===== src/rtl/ntt_ctrl_fsm.sv =====
// ntt_ctrl_fsm: sequencing controller for an in-place ping-pong NTT engine.
// Each transform runs through load, permission wait, LAYERS butterfly layers
// (prime / stream / drain / layer end), and unload. Layer results alternate
// between RAM2 (odd layers) and RAM1 (even layers).
// Optional feature: define NTT_CTRL_STALL_EN to let `stall` freeze compute
// progress. Without the macro, `stall` is ignored and adds no logic.
// Handshakes are level-based: start, full_in, cal_en and full_out are only
// acted on in the state that waits for them (IDLE, LOAD, WAIT_CAL, UNLOAD
// respectively). Other states ignore them.
module ntt_ctrl_fsm #(
    parameter int DEPTH    = 8,
    parameter int LAYERS   = 7,
    parameter int PIPE_LAT = 5
) (
    input  logic       clk,
    input  logic       reset_n,
    input  logic       start,
    input  logic       mode,
    input  logic       full_in,
    input  logic       cal_en,
    input  logic       full_out,
    input  logic       stall,
    output logic       rd_ctrl,
    output logic       wr_ctrl,
    output logic       ram1_we,
    output logic       ram2_we,
    output logic       layer_type,
    output logic [3:0] layer_idx,
    output logic       bf_mode,
    output logic       res_sel,
    output logic       readin_ok,
    output logic       busy,
    output logic       done,
    output logic [2:0] state_dbg
);

    localparam int             HALF        = 1 << (DEPTH - 1);
    localparam int             CW          = DEPTH;
    localparam logic [CW-1:0]  PRIME_LAST  = CW'(PIPE_LAT - 1);
    localparam logic [CW-1:0]  STREAM_LAST = CW'(HALF - PIPE_LAT - 1);
    localparam logic [3:0]     LAYERS_L    = 4'(LAYERS);

    typedef enum logic [2:0] {
        IDLE      = 3'd0,
        LOAD      = 3'd1,
        WAIT_CAL  = 3'd2,
        PRIME     = 3'd3,
        STREAM    = 3'd4,
        DRAIN     = 3'd5,
        LAYER_END = 3'd6,
        UNLOAD    = 3'd7
    } state_t;

    state_t          state_q, state_d;
    logic [CW-1:0]   cnt_q, cnt_d;
    logic [3:0]      layer_q, layer_d;
    logic            bf_mode_q, bf_mode_d;
    logic            compute;
    logic            stall_hold;

    assign compute = (state_q == PRIME) || (state_q == STREAM) ||
                     (state_q == DRAIN) || (state_q == LAYER_END);

`ifdef NTT_CTRL_STALL_EN
    // Stall only freezes the compute phases; elsewhere it is a no-op.
    assign stall_hold = stall && compute;
`else
    logic unused_stall;
    assign stall_hold   = 1'b0;
    assign unused_stall = stall;
`endif

    // State, counters and latched mode; async reset aborts any transform.
    always_ff @(posedge clk or negedge reset_n) begin
        if (!reset_n) begin
            state_q   <= IDLE;
            cnt_q     <= '0;
            layer_q   <= 4'd1;
            bf_mode_q <= 1'b0;
        end else begin
            state_q   <= state_d;
            cnt_q     <= cnt_d;
            layer_q   <= layer_d;
            bf_mode_q <= bf_mode_d;
        end
    end

    // Next-state and counter sequencing; a stall holds everything in place.
    always_comb begin
        state_d   = state_q;
        cnt_d     = cnt_q;
        layer_d   = layer_q;
        bf_mode_d = bf_mode_q;
        if (!stall_hold) begin
            case (state_q)
                IDLE: begin
                    if (start) begin
                        state_d   = LOAD;
                        bf_mode_d = mode;
                    end
                end
                LOAD: begin
                    if (full_in) state_d = WAIT_CAL;
                end
                WAIT_CAL: begin
                    if (cal_en) begin
                        state_d = PRIME;
                        layer_d = 4'd1;
                        cnt_d   = '0;
                    end
                end
                PRIME: begin
                    if (cnt_q == PRIME_LAST) begin
                        state_d = STREAM;
                        cnt_d   = '0;
                    end else begin
                        cnt_d = cnt_q + CW'(1);
                    end
                end
                STREAM: begin
                    if (cnt_q == STREAM_LAST) begin
                        state_d = DRAIN;
                        cnt_d   = '0;
                    end else begin
                        cnt_d = cnt_q + CW'(1);
                    end
                end
                DRAIN: begin
                    if (cnt_q == PRIME_LAST) begin
                        state_d = LAYER_END;
                        cnt_d   = '0;
                    end else begin
                        cnt_d = cnt_q + CW'(1);
                    end
                end
                LAYER_END: begin
                    cnt_d = '0;
                    if (layer_q == LAYERS_L) begin
                        state_d = UNLOAD;
                    end else begin
                        state_d = PRIME;
                        layer_d = layer_q + 4'd1;
                    end
                end
                UNLOAD: begin
                    if (full_out) state_d = IDLE;
                end
                default: begin
                    state_d = IDLE;
                end
            endcase
        end
    end

    // Moore output decode from state, layer count and latched mode.
    always_comb begin
        rd_ctrl    = 1'b0;
        wr_ctrl    = 1'b0;
        ram1_we    = 1'b0;
        ram2_we    = 1'b0;
        layer_type = 1'b0;
        layer_idx  = 4'd0;
        readin_ok  = 1'b0;
        busy       = 1'b0;
        done       = 1'b0;
        case (state_q)
            LOAD: begin
                readin_ok = 1'b1;
                ram1_we   = 1'b1;
            end
            WAIT_CAL: busy = 1'b1;
            PRIME: begin
                busy    = 1'b1;
                rd_ctrl = 1'b1;
            end
            STREAM: begin
                busy    = 1'b1;
                rd_ctrl = 1'b1;
                wr_ctrl = 1'b1;
                ram2_we = layer_q[0];
                ram1_we = ~layer_q[0];
            end
            DRAIN: begin
                busy    = 1'b1;
                wr_ctrl = 1'b1;
                ram2_we = layer_q[0];
                ram1_we = ~layer_q[0];
            end
            LAYER_END: busy = 1'b1;
            UNLOAD:    done = 1'b1;
            default: ;
        endcase
        if (compute) begin
            layer_type = layer_q[0];
            layer_idx  = bf_mode_q ? (LAYERS_L - layer_q) : (layer_q - 4'd1);
        end
        if (stall_hold) begin
            rd_ctrl = 1'b0;
            wr_ctrl = 1'b0;
            ram1_we = 1'b0;
            ram2_we = 1'b0;
        end
    end

    assign bf_mode   = bf_mode_q;
    assign res_sel   = LAYERS_L[0];
    assign state_dbg = state_q;

endmodule

===== config.mk =====
export PLATFORM = sky130hd
export DESIGN_NAME = ntt_ctrl_fsm
export DESIGN_NICKNAME = d
export VERILOG_FILES = /design/src/rtl/ntt_ctrl_fsm.sv
export SDC_FILE = /design/constraint.sdc
export NUM_CORES = 1
export LEC_CHECK = 0
export ABC_AREA = 1
export BUFFER_PORTS_ARGS = -buffer_cell sky130_fd_sc_hd__buf_2
export CORE_AREA = 2 2 47 92
export CTS_CLUSTER_DIAMETER = 100
export DETAILED_ROUTE_END_ITERATION = 10
export DIE_AREA = 0 0 49 94
export PLACE_DENSITY_LB_ADDON = 0.05
export SYNTH_ARGS = -nofsm -noshare
export SYNTH_HDL_FRONTEND = slang
export SYNTH_SLANG_ARGS = --single-unit

===== constraint.sdc =====
create_clock -name clk -period 1.3 [get_ports clk]
set_input_delay 0.26 -clock clk [delete_from_list [all_inputs] [get_ports clk]]
set_output_delay 0.26 -clock clk [all_outputs]
set_load 0.005 [all_outputs]

==> summary.txt, run 1 <==
Outcome
  – Status: complete, but fails checks
  – Violated checks: setup timing

Power
  – Comb power frac: 74.1%
  – Leakage: 1.17 nW
  – Int Pwr: roughly 2.9 mW
  – Clock power frac: under 10%
  – Seq pwr share: 16.9%
  – PnR Total Power: between 5 and 6 mW
  – Switching Fraction: 43.1%
  – Net Sw Power: around 2.2 mW
  – Pwr dens: approximately 2200 mW/mm2
  – Max VDD drop: about 1.6 mV

Synthesis
  – Ys async rst share: 100%
  – Post-synthesis sequential area ratio: approximately 31%
  – Synth area leaders: dfrtp_1 29%, nand2_1 13%, inv_1 8.7%
  – Yosys warns: 0
  – Number of synthesized flops with an enable pin: 0
  – Post-synthesis cell type with the largest combined area: dfrtp_1
  – Synth Area per Inst: between 6 and 7 um2
  – Post-synth cell types: 27
  – Share of the synthesized area in the top cell type: about 29%
  – Mapped Nets: slightly above 200
  – Synthesized cell area: between 0.001 and 0.0015 mm2
  – Synthesized flop and latch total: 16
  – Top-count cell post-synth: nand2_1
  – Mapped Cells: about 190
  – Most frequent cells after synthesis: 46 x nand2_1, 30 x inv_1, 23 x nor2_1, 18 x nand3_1, 15 x dfrtp_1
  – Top_reg_cell synth: dfrtp_1

Clock network
  – Clock latency at the later pin of the worst-skew pair: roughly 260 ps
  – Worst-path clk slew: roughly 70 ps
  – Root Buffer: clkbuf_8
  – H-tree depth: 1
  – CTS tree: yes
  – CTS buffer count: 3
  – Longest Clk Path Bufs: 2
  – # clock sinks: 16

Placed design
  – Dpl hpwl: approximately 3000 um
  – Port bufs: 22
  – Placed Cells: ~310
  – Post-DP Area: 0.00183 mm2
  – RD Place Congestion: between 0.8 and 0.9

Job
  – Max Cap Violations: 0

Global routing
  – Vias in the first global route: about 1500
  – Largest net degree at the start of global routing: 17
  – Global Route Usage Sum: a little under a fifth
  – First-pass GRT wire length: approximately 6600 um
  – Initial antenna violation count: 0
  – Global route overflow: 0

STA
  – Final Skew: between 4 and 5 ps
  – Achievable Freq: roughly 590 MHz
  – Endpoints failing setup: 28
  – Final min period: around 1700 ps
  – Unrepaired setup endpoints after global routing: yes
  – Hold Fails Final Rpt: 0
  – Fin crit share: 130%
  – Max-slew violation count: 0
  – Post-route setup slack: -393 ps

Final layout
  – Final Util: between 50% and 60%
  – Share of cells above drive strength 1: roughly 60%
  – Layout fillers: between 300 and 400
  – Non-filler cells in the finished layout: ~330
  – Area delta synth->final: 76.4%
  – Final-stage net count: between 200 and 300
  – N_diodes: 0
  – Post-layout instance area: about 0.0023 mm2

Floorplanning
  – Starting Density: between 30% and 40%
  – Ports: 25
  – Core area: approximately 0.0039 mm2
  – Die X-Extent: 49 um
  – Site Rows: 32
  – Total die area: 0.00461 mm2
  – Die H: ~94 um

Min path
  – Tightest Hold Check Type: input port to register
  – Hold path start: mode

Worst setup path
  – Crit path kind: register to output pin
  – Critical path startpoint: layer_q[0]
  – Setup crit start kind: register
  – CP cell instances: inv_4 > ha_4 > nor2_4 > xor2_1 > nand2_1 > inv_1 > buf_2
  – Critical path's top delay family: flip-flops
  – Worst path bufs/invs: 3
  – Worst EP arrival: approximately 1400 ps
  – Critical path's largest stage delay: about 550 ps
  – Worst reg2reg path startpoint: state_dbg[2]
  – Max FO, Critical Path: 2
  – CP required: 1040 ps
  – Slowest cell on crit path: dfstp_2
  – CP Capture Type: output pin

Route
  – Drt drc: 0
  – Routed Antenna Nets: 0
  – Drt first pass iters: 4
  – Initial drt markers: 14
  – Detailed-route wire length: around 4000 um
  – Vias/cell: 4.59
  – DR WL/cell: roughly 12 um
  – Vias: between 1000 and 1500
[worst paths after layout]
path                       cells past startpoint  slack [ps]      endpoint
setup / recovery                               7        -390  layer_idx[2]
hold / removal                                 3         260       bf_mode
setup reg to reg                              11        -230      cnt_q[5]
hold reg to reg                                2         580    layer_q[3]
max in group asynchronous                      2         550    layer_q[0]
min in group asynchronous                      2         440       bf_mode
[layout by cell type, fill, tap and decap left out, types with 2 or more instances in the layout]
cell | netlist | final
a21oi_2 | 0 | 2
buf_2 | 0 | 17
buf_4 | 2 | 45
buf_6 | 3 | 24
clkbuf_8 | 0 | 4
dfrtp_1 | 15 | 12
dfrtp_2 | 0 | 3
ha_1 | 5 | 2
ha_2 | 0 | 2
inv_1 | 30 | 17
inv_2 | 2 | 12
inv_4 | 1 | 4
nand2_1 | 46 | 33
nand2_2 | 4 | 15
nand2_4 | 0 | 2
nand3_1 | 18 | 11
nand3_2 | 2 | 7
nand3_4 | 0 | 2
nand4_1 | 6 | 6
nor2_1 | 23 | 13
nor2_2 | 3 | 4
nor2_4 | 3 | 12
o211ai_1 | 3 | 3
o21ai_1 | 3 | 5
o21ai_2 | 2 | 2
xor2_1 | 5 | 5
[timing repair]
item                       CTS  global route
pin swaps                   24            25
buffers inserted            11             4
hold endpoints to repair    15             0
gates cloned                 0             0
setup endpoints to repair   28            31
resized for setup           52            36
hold buffers                 1             0
[state kept, by name, indices dropped and copies added (netlist names)]
| signal | count |
|---|---|
| bf_mode | 1 |
| layer_q | 4 |
| state_dbg | 3 |
| cnt_q | 8 |
[tightest hold or removal path, delay by kind of cell]
family,cells,cell delay [ps]
AO/OA/AOI/OAI,1,50
AND/OR/NAND/NOR,1,80
buffers and inverters,1,90
[power groups by stage]
| stage | clock network (mW) | logic, mW | registers (mW) |
|---|---|---|---|
| after floorplan | 0 | 1.51 | 0.789 |
| after global placement | 0 | 2.69 | 0.827 |
| after detailed placement | 0 | 2.75 | 0.831 |
| after CTS | 0.471 | 3.42 | 0.844 |
| after global routing | 0.489 | 4.11 | 0.878 |
| final | 0.460 | 3.76 | 0.858 |
[routing by layer]
metal  GRT usage [%]  up-vias  wire length, um
li1                -      766                -
met1            17.7      694             1420
met2            39.3       30             2420
met3            1.43        7               93
met4            7.38        0               89
met5               0        -                0
[area by class of cell]
type                    count  area (um2)  share of cell area [%]
clock buffers               4        55.1                    2.40
inverters                  33         134                    5.84
multi-input cells         135         930                    40.6
flip-flops and latches     16         405                    17.7
well taps                  51        63.8                    2.79
repair buffers             87         703                    30.7
[per-stage QoR]
| stage | hold WS (ps) | TNS [ps] | worst slack (ps) |
|---|---|---|---|
| 6_report | 256 | -5390 | -393 |
| 3_3_place_gp | 201 | -1900 | -154 |
| 2_1_floorplan | -35.6 | -53.2 | -41.4 |
| 3_5_place_dp | 206 | -2100 | -161 |
| 5_1_grt | 269 | -7290 | -455 |
| 4_1_cts | 268 | -4860 | -388 |
[cell families after synthesis]
logic type,count (synthesis),share of synthesized area [%]
compound gates,15,7.03
xor+xnor,5,3.37
fa+ha+maj,5,4.82
buf+inv,38,13.5
flops,16,30.9
other cells,1,0.289
simple gates,109,40.1
Note: power is estimated with default switching activity, not from simulation.
==> run 2, diff against run 1 <==
Settings changed: CORE_AREA 2 2 47 92 to 2 2 76 42, CTS_BUF_LIST set to sky130_fd_sc_hd__clkbuf_8 sky130_fd_sc_hd__clkbuf_16, DIE_AREA 0 0 49 94 to 0 0 78 44.
==> run 2 against run 1 <==
The run still ends with setup timing left. Maximum frequency up 0.43%. Power up 1.4%. Via count up 3.9%.
==> summary.txt, run 2 (synthesized netlist as in run 1, its figures left out) <==
Route
  – Vias/cell: 5.17
  – Drt first pass iters: 4
  – Initial drt markers: 156
  – Detailed-route wire length: roughly 4600 um
  – Drt drc: 0
  – Routed Antenna Nets: 0
  – DR WL/cell: 15.4 um
  – Vias: about 1600

Final layout
  – Footprint of the multi-input gates: about 950 um2
  – Commonest non-fill, non-tap cell in the layout: nand2_1
  – Layout fillers: 180
  – Max FFs per register: 8
  – Final-stage net count: about 280
  – N_diodes: 0
  – Storage cell area: between 400 and 500 um2
  – Commonest non-fill, non-tap cells in the layout: 30 x nand2_1, 29 x buf_4, 24 x buf_6
  – Top reg by flops: cnt_q
  – Area delta synth->final: 69.9%
  – Share of cells above drive strength 1: a little under three fifths

Floorplanning
  – Core area: approximately 0.0028 mm2
  – Site Rows: 14
  – Starting Density: 46.3%
  – Die H: around 44 um
  – Total die area: roughly 0.0034 mm2
  – Die X-Extent: slightly below 80 um
  – Ports: 25

Power
  – Pwr dens: 2330 mW/mm2
  – Int Pwr: about 2.8 mW
  – Comb power frac: between 70% and 80%
  – Leakage: 1.12 nW
  – PnR Total Power: 5.15 mW
  – Seq pwr share: around 17%
  – Switching Fraction: approximately 46%
  – Clock power frac: roughly 9.0%
  – Max VDD drop: 1.23 mV
  – Net Sw Power: approximately 2.4 mW

Clock network
  – CTS tree: yes
  – H-tree depth: 1
  – Worst-path clk slew: about 60 ps
  – Root Buffer: clkbuf_8
  – Longest Clk Path Bufs: 2
  – Clock latency at the later pin of the worst-skew pair: ~260 ps
  – CTS buffer count: 3
  – # clock sinks: 16

Worst setup path
  – CP cell instances: inv_4 > ha_4 > nor2_4 > xor2_1 > nand2_1 > inv_1 > buf_2
  – Setup crit start kind: register
  – Slowest cell on crit path: dfstp_2
  – Crit path kind: register to output pin
  – Worst EP arrival: 1430 ps
  – Critical path's largest stage delay: ~550 ps
  – R2R depth: 10
  – Critical path's top delay family: flip-flops
  – Max FO, Critical Path: 3
  – CP required: around 1000 ps
  – R2r setup slk: -330 ps
  – Worst reg2reg path startpoint: state_dbg[1]
  – CP Capture Type: output pin
  – FF-to-FF End: cnt_q[6]
  – Worst path bufs/invs: 3

Outcome
  – Violated checks: setup timing
  – Status: complete, but fails checks

Global routing
  – Initial antenna violation count: 0
  – Vias in the first global route: approximately 1400
  – Global Route Usage Sum: 27.4%
  – Largest net degree at the start of global routing: 17
  – Global route overflow: 0
  – First-pass GRT wire length: roughly 7000 um

STA
  – Final min period: approximately 1700 ps
  – Hold Fails Final Rpt: 0
  – Max-slew violation count: 0
  – Sum of negative setup slack: -6900 ps
  – Fin crit share: 130%
  – Endpoints failing setup: 28
  – Unrepaired setup endpoints after global routing: yes
  – Post-route setup slack: -386 ps
  – Achievable Freq: slightly below 600 MHz
  – Final Skew: a little under 8 ps

Placed design
  – Port bufs: 22
  – RD Place Congestion: 0.850
  – Dpl hpwl: around 2800 um

Min path
  – Worst Hold Depth: 3
  – Hold path start: mode
  – Tightest Hold Check Type: input port to register
  – Hold endpoint: bf_mode

Job
  – Max Cap Violations: 0
## run 2: changes by cell type in the layout (fill, tap and decap cells not counted), sizes merged
cell / change
buf: -14
## run 2: repair_timing
item / in CTS / in global routing
pin swaps: 23 / 15
endpoints found under the hold margin: 15 / 0
endpoints found under the setup margin: 26 / 29
setup buffers: 12 / 4
resized for setup: 64 / 29
hold buffers: 1 / 0
## run 2: worst max path at each step
| stage | to | depth (start not counted) | start |
|---|---|---|---|
| 6_report | layer_idx[2] | 7 | layer_q[0] |
| 5_1_grt | layer_idx[2] | 7 | layer_q[0] |
| 4_1_cts | layer_idx[2] | 7 | layer_q[0] |
| 3_5_place_dp | state_dbg[2] | 8 | state_dbg[2] |
| 3_3_place_gp | layer_idx[1] | 7 | state_dbg[1] |
| 2_1_floorplan | layer_idx[2] | 6 | layer_q[0] |
## run 2: through the flow
stage	utilization (%)	hold slack, ps	cells	cell area, um2	setup slack (ps)
final	78.8	250	301	2210	-386
after global routing	78.8	274	301	2210	-464
after CTS	74.1	276	298	2080	-391
after detailed placement	60.8	200	281	1710	-235
after global placement	60.8	201	281	1710	-198
after floorplan	-	-35.6	189	1330	-41.4
## run 2: final cells by class
| class | count | area share (%) |
|---|---|---|
| multi-input cells | 135 | 43.0 |
| repair buffers | 73 | 27.6 |
| flip-flops and latches | 16 | 18.4 |
| inverters | 33 | 6.29 |
| clock buffers | 4 | 2.49 |
| well taps | 40 | 2.27 |
## run 2: worst reg2reg max path: stages (launching register included)
cell and delay (ps):
dfrtp_2 510, buf_6 170, buf_6 110, nand3_4 80, nand2_4 70, nor2_4 230
buf_6 140, nand2_2 30, nand2_1 50, nand2_1 60, nor2_2 100
## run 2: routing by layer
metal | part of all wire [%] | vias to the layer above | global-route usage, %
li1 | - | 741 | -
met2 | 45 | 70 | 42.4
met4 | 3.1 | 0 | 11.2
met1 | 46 | 725 | 37.8
met5 | 0 | - | 0
met3 | 5.8 | 19 | 6.04
## run 2: power by group through the flow
stage               logic [mW]  clock network (mW)  registers, mW
CTS                       3.36               0.468          0.835
floorplan                 1.51                   0          0.789
finish                    3.81               0.466          0.872
detailed placement        2.49                   0          0.833
global placement          2.41                   0          0.827
global route              4.06               0.484          0.888
==> run 3, diff against run 2 <==
Settings changed: ABC_AREA 1 to not set, CORE_AREA 2 2 76 42 to 2 2 52 54, DIE_AREA 0 0 78 44 to 0 0 54 56.
==> run 3 against run 2 <==
The run still ends with setup timing left. Core utilization is 12 points higher. Cell area hardly changed. Wire length up 17%. Largest cell class unchanged. Via count shrank 3.0%. Power increased by 25%. Worst setup slack worse by 87 ps. Highest routed layer unchanged. Combinational power up 31%.
==> summary.txt, run 3 <==
Outcome
  – Status: complete, but fails checks
  – Violated checks: setup timing

Global routing
  – Initial antenna violation count: 0
  – Global route overflow: 0
  – Vias in the first global route: 1366
  – Global Route Usage Sum: between 20% and 30%
  – First-pass GRT wire length: 6410 um
  – Largest net degree at the start of global routing: 17

Synthesis
  – Synth area leaders: dfrtp_1 34%, o21ai_0 6.3%, nor2_1 5.7%
  – Synthesized flop and latch total: 16
  – Post-synthesis cell type with the largest combined area: dfrtp_1
  – Synthesized cell area: around 0.0011 mm2
  – Synth Area per Inst: 8.17 um2
  – Post-synth cell types: 42
  – Top_reg_cell synth: dfrtp_1
  – Ys async rst share: between 90% and 100%
  – Number of synthesized flops with an enable pin: 0
  – Top-count cell post-synth: nor2_1
  – Share of the synthesized area in the top cell type: 33.8%
  – Mapped Cells: 136
  – Mapped Nets: around 150
  – Post-synthesis sequential area ratio: between 30% and 40%
  – Most frequent cells after synthesis: 17 x nor2_1, 15 x dfrtp_1, 14 x o21ai_0, 12 x nand2_1
  – Yosys warns: 0

STA
  – Max-slew violation count: 0
  – Fin crit share: 136%
  – Sum of negative setup slack: -8100 ps
  – Worst Hold Slack: 267 ps
  – Achievable Freq: 564 MHz
  – Final min period: 1770 ps
  – Post-route setup slack: -473 ps
  – Endpoints failing setup: 30
  – Hold Fails Final Rpt: 0
  – Final Skew: 2.63 ps
  – Unrepaired setup endpoints after global routing: yes

Clock network
  – Root Buffer: clkbuf_8
  – Worst-path clk slew: 70 ps
  – # clock sinks: 16
  – CTS tree: yes
  – Longest Clk Path Bufs: 2
  – Clock latency at the later pin of the worst-skew pair: 260 ps
  – H-tree depth: 1
  – CTS buffer count: 3

Worst setup path
  – CP Capture Type: register
  – Setup crit start kind: register
  – Crit path kind: register to register
  – CP required: about 1400 ps
  – Max FO, Critical Path: 7
  – Worst EP arrival: roughly 1900 ps

Floorplanning
  – Die H: around 56 um
  – Starting Density: a little under half
  – Total die area: a little over 0.003 mm2
  – Site Rows: 18
  – Die X-Extent: roughly 54 um
  – Core area: around 0.0024 mm2
  – Ports: 25

Job
  – Max Cap Violations: 0

Final layout
  – Max FFs per register: 8
  – Final-stage net count: between 200 and 250
  – Commonest non-fill, non-tap cell in the layout: buf_4
  – Area delta synth->final: 98.8%
  – N_diodes: 0
  – Non-filler cells in the finished layout: 252
  – Share of cells above drive strength 1: between 60% and 70%
  – Top reg by flops: cnt_q
  – Commonest non-fill, non-tap cells in the layout: 44 x buf_4, 25 x buf_6, 17 x buf_2

Route
  – DR WL/cell: about 21 um
  – Vias: between 1500 and 2000
  – Detailed-route wire length: about 5400 um
  – Routed Antenna Nets: 0
  – Drt first pass iters: 4
  – Vias/cell: 5.99
  – Drt drc: 0
  – Initial drt markers: 42

Placed design
  – Port bufs: 22
  – RD Place Congestion: ~0.84
  – Placed Cells: 224
  – Dpl hpwl: around 2400 um

Min path
  – Tightest Hold Check Type: input port to register

Power
  – Max VDD drop: 2.06 mV
  – Pwr dens: slightly below 3000 mW/mm2
  – Leakage: slightly above 1 nW
run 3: changes by cell type after synthesis, sizes merged, moves of 4 or more:
cell   delta
nand2    -37
a21oi     +5
nor2     -12
xnor2     +4
inv      -25
nand3    -13
o21ai     +8
nand4     -6
run 3: kinds of logic (layout without fill, tap and decap cells):
group	after synthesis	after routing	synth area share, %
buffers and inverters	14	100	5.97
adder cells (fa/ha/maj)	5	5	5.63
other	1	1	0.338
AO/OA/AOI/OAI	39	39	22.2
AND/OR/NAND/NOR	54	54	24.0
XOR/XNOR	6	6	4.73
multiplexers	1	1	1.01
flip-flops	16	16	36.1
run 3: final timing paths:
kind                       startpoint          to  slack, ps  cells after the start
setup / recovery             cnt_q[0]    cnt_q[2]       -470                      7
hold / removal                   mode     bf_mode        270                      2
setup reg to reg             cnt_q[0]    cnt_q[2]       -470                      7
hold reg to reg            layer_q[0]  layer_q[0]        680                      3
max in group asynchronous     reset_n  layer_q[0]        490                      2
min in group asynchronous     reset_n    cnt_q[5]        500                      2
run 3: final cells by class:
| class | instances | area [um2] |
|---|---|---|
| clock buffer | 4 | 55.1 |
| fill | 90 | 224 |
| sequential | 16 | 407 |
| timing repair buffer | 88 | 722 |
| multi-input combinational | 106 | 952 |
| tap | 30 | 37.5 |
| inverter | 8 | 35.0 |
run 3: what timing repair did:
| action | 4_1_cts | 5_1_grt |
|---|---|---|
| pin swaps | 19 | 19 |
| gates cloned | 0 | 0 |
| resized for setup | 64 | 29 |
| hold endpoints to repair | 15 | 0 |
| endpoints found under the setup margin | 30 | 30 |
| setup buffers | 19 | 7 |
| hold buffers | 1 | 0 |
run 3: critical path, stage by stage (launching register included):
cell	delay, ps
dfrtp_1	400
inv_2	90
ha_2	170
nor4b_4	210
and3_4	240
o32a_4	210
nor3b_1	60
a211o_1	270
run 3: through the flow:
stage	utilization [%]	power, mW	instance area, um2	setup WS, ps
6_report	90.8	6.43	2210	-473
2_1_floorplan	-	2.54	1220	-314
5_1_grt	90.8	6.80	2210	-631
4_1_cts	84.3	5.52	2050	-413
3_3_place_gp	66.5	3.73	1620	-304
3_5_place_dp	66.5	3.83	1620	-392
run 3: routing by layer:
metal,vias up,track usage (%),routed length (um)
li1,648,-,-
met1,725,32.9,1970
met2,100,52.8,2660
met3,36,4.03,463
met4,0,8.93,325
met5,-,0,0
run 3: where the power goes:
part / total, mW / switching (mW) / internal (mW)
clock: 0.462 / 0.192 / 0.269
sequential: 0.976 / 0.277 / 0.698
combinational: 4.99 / 2.37 / 2.62
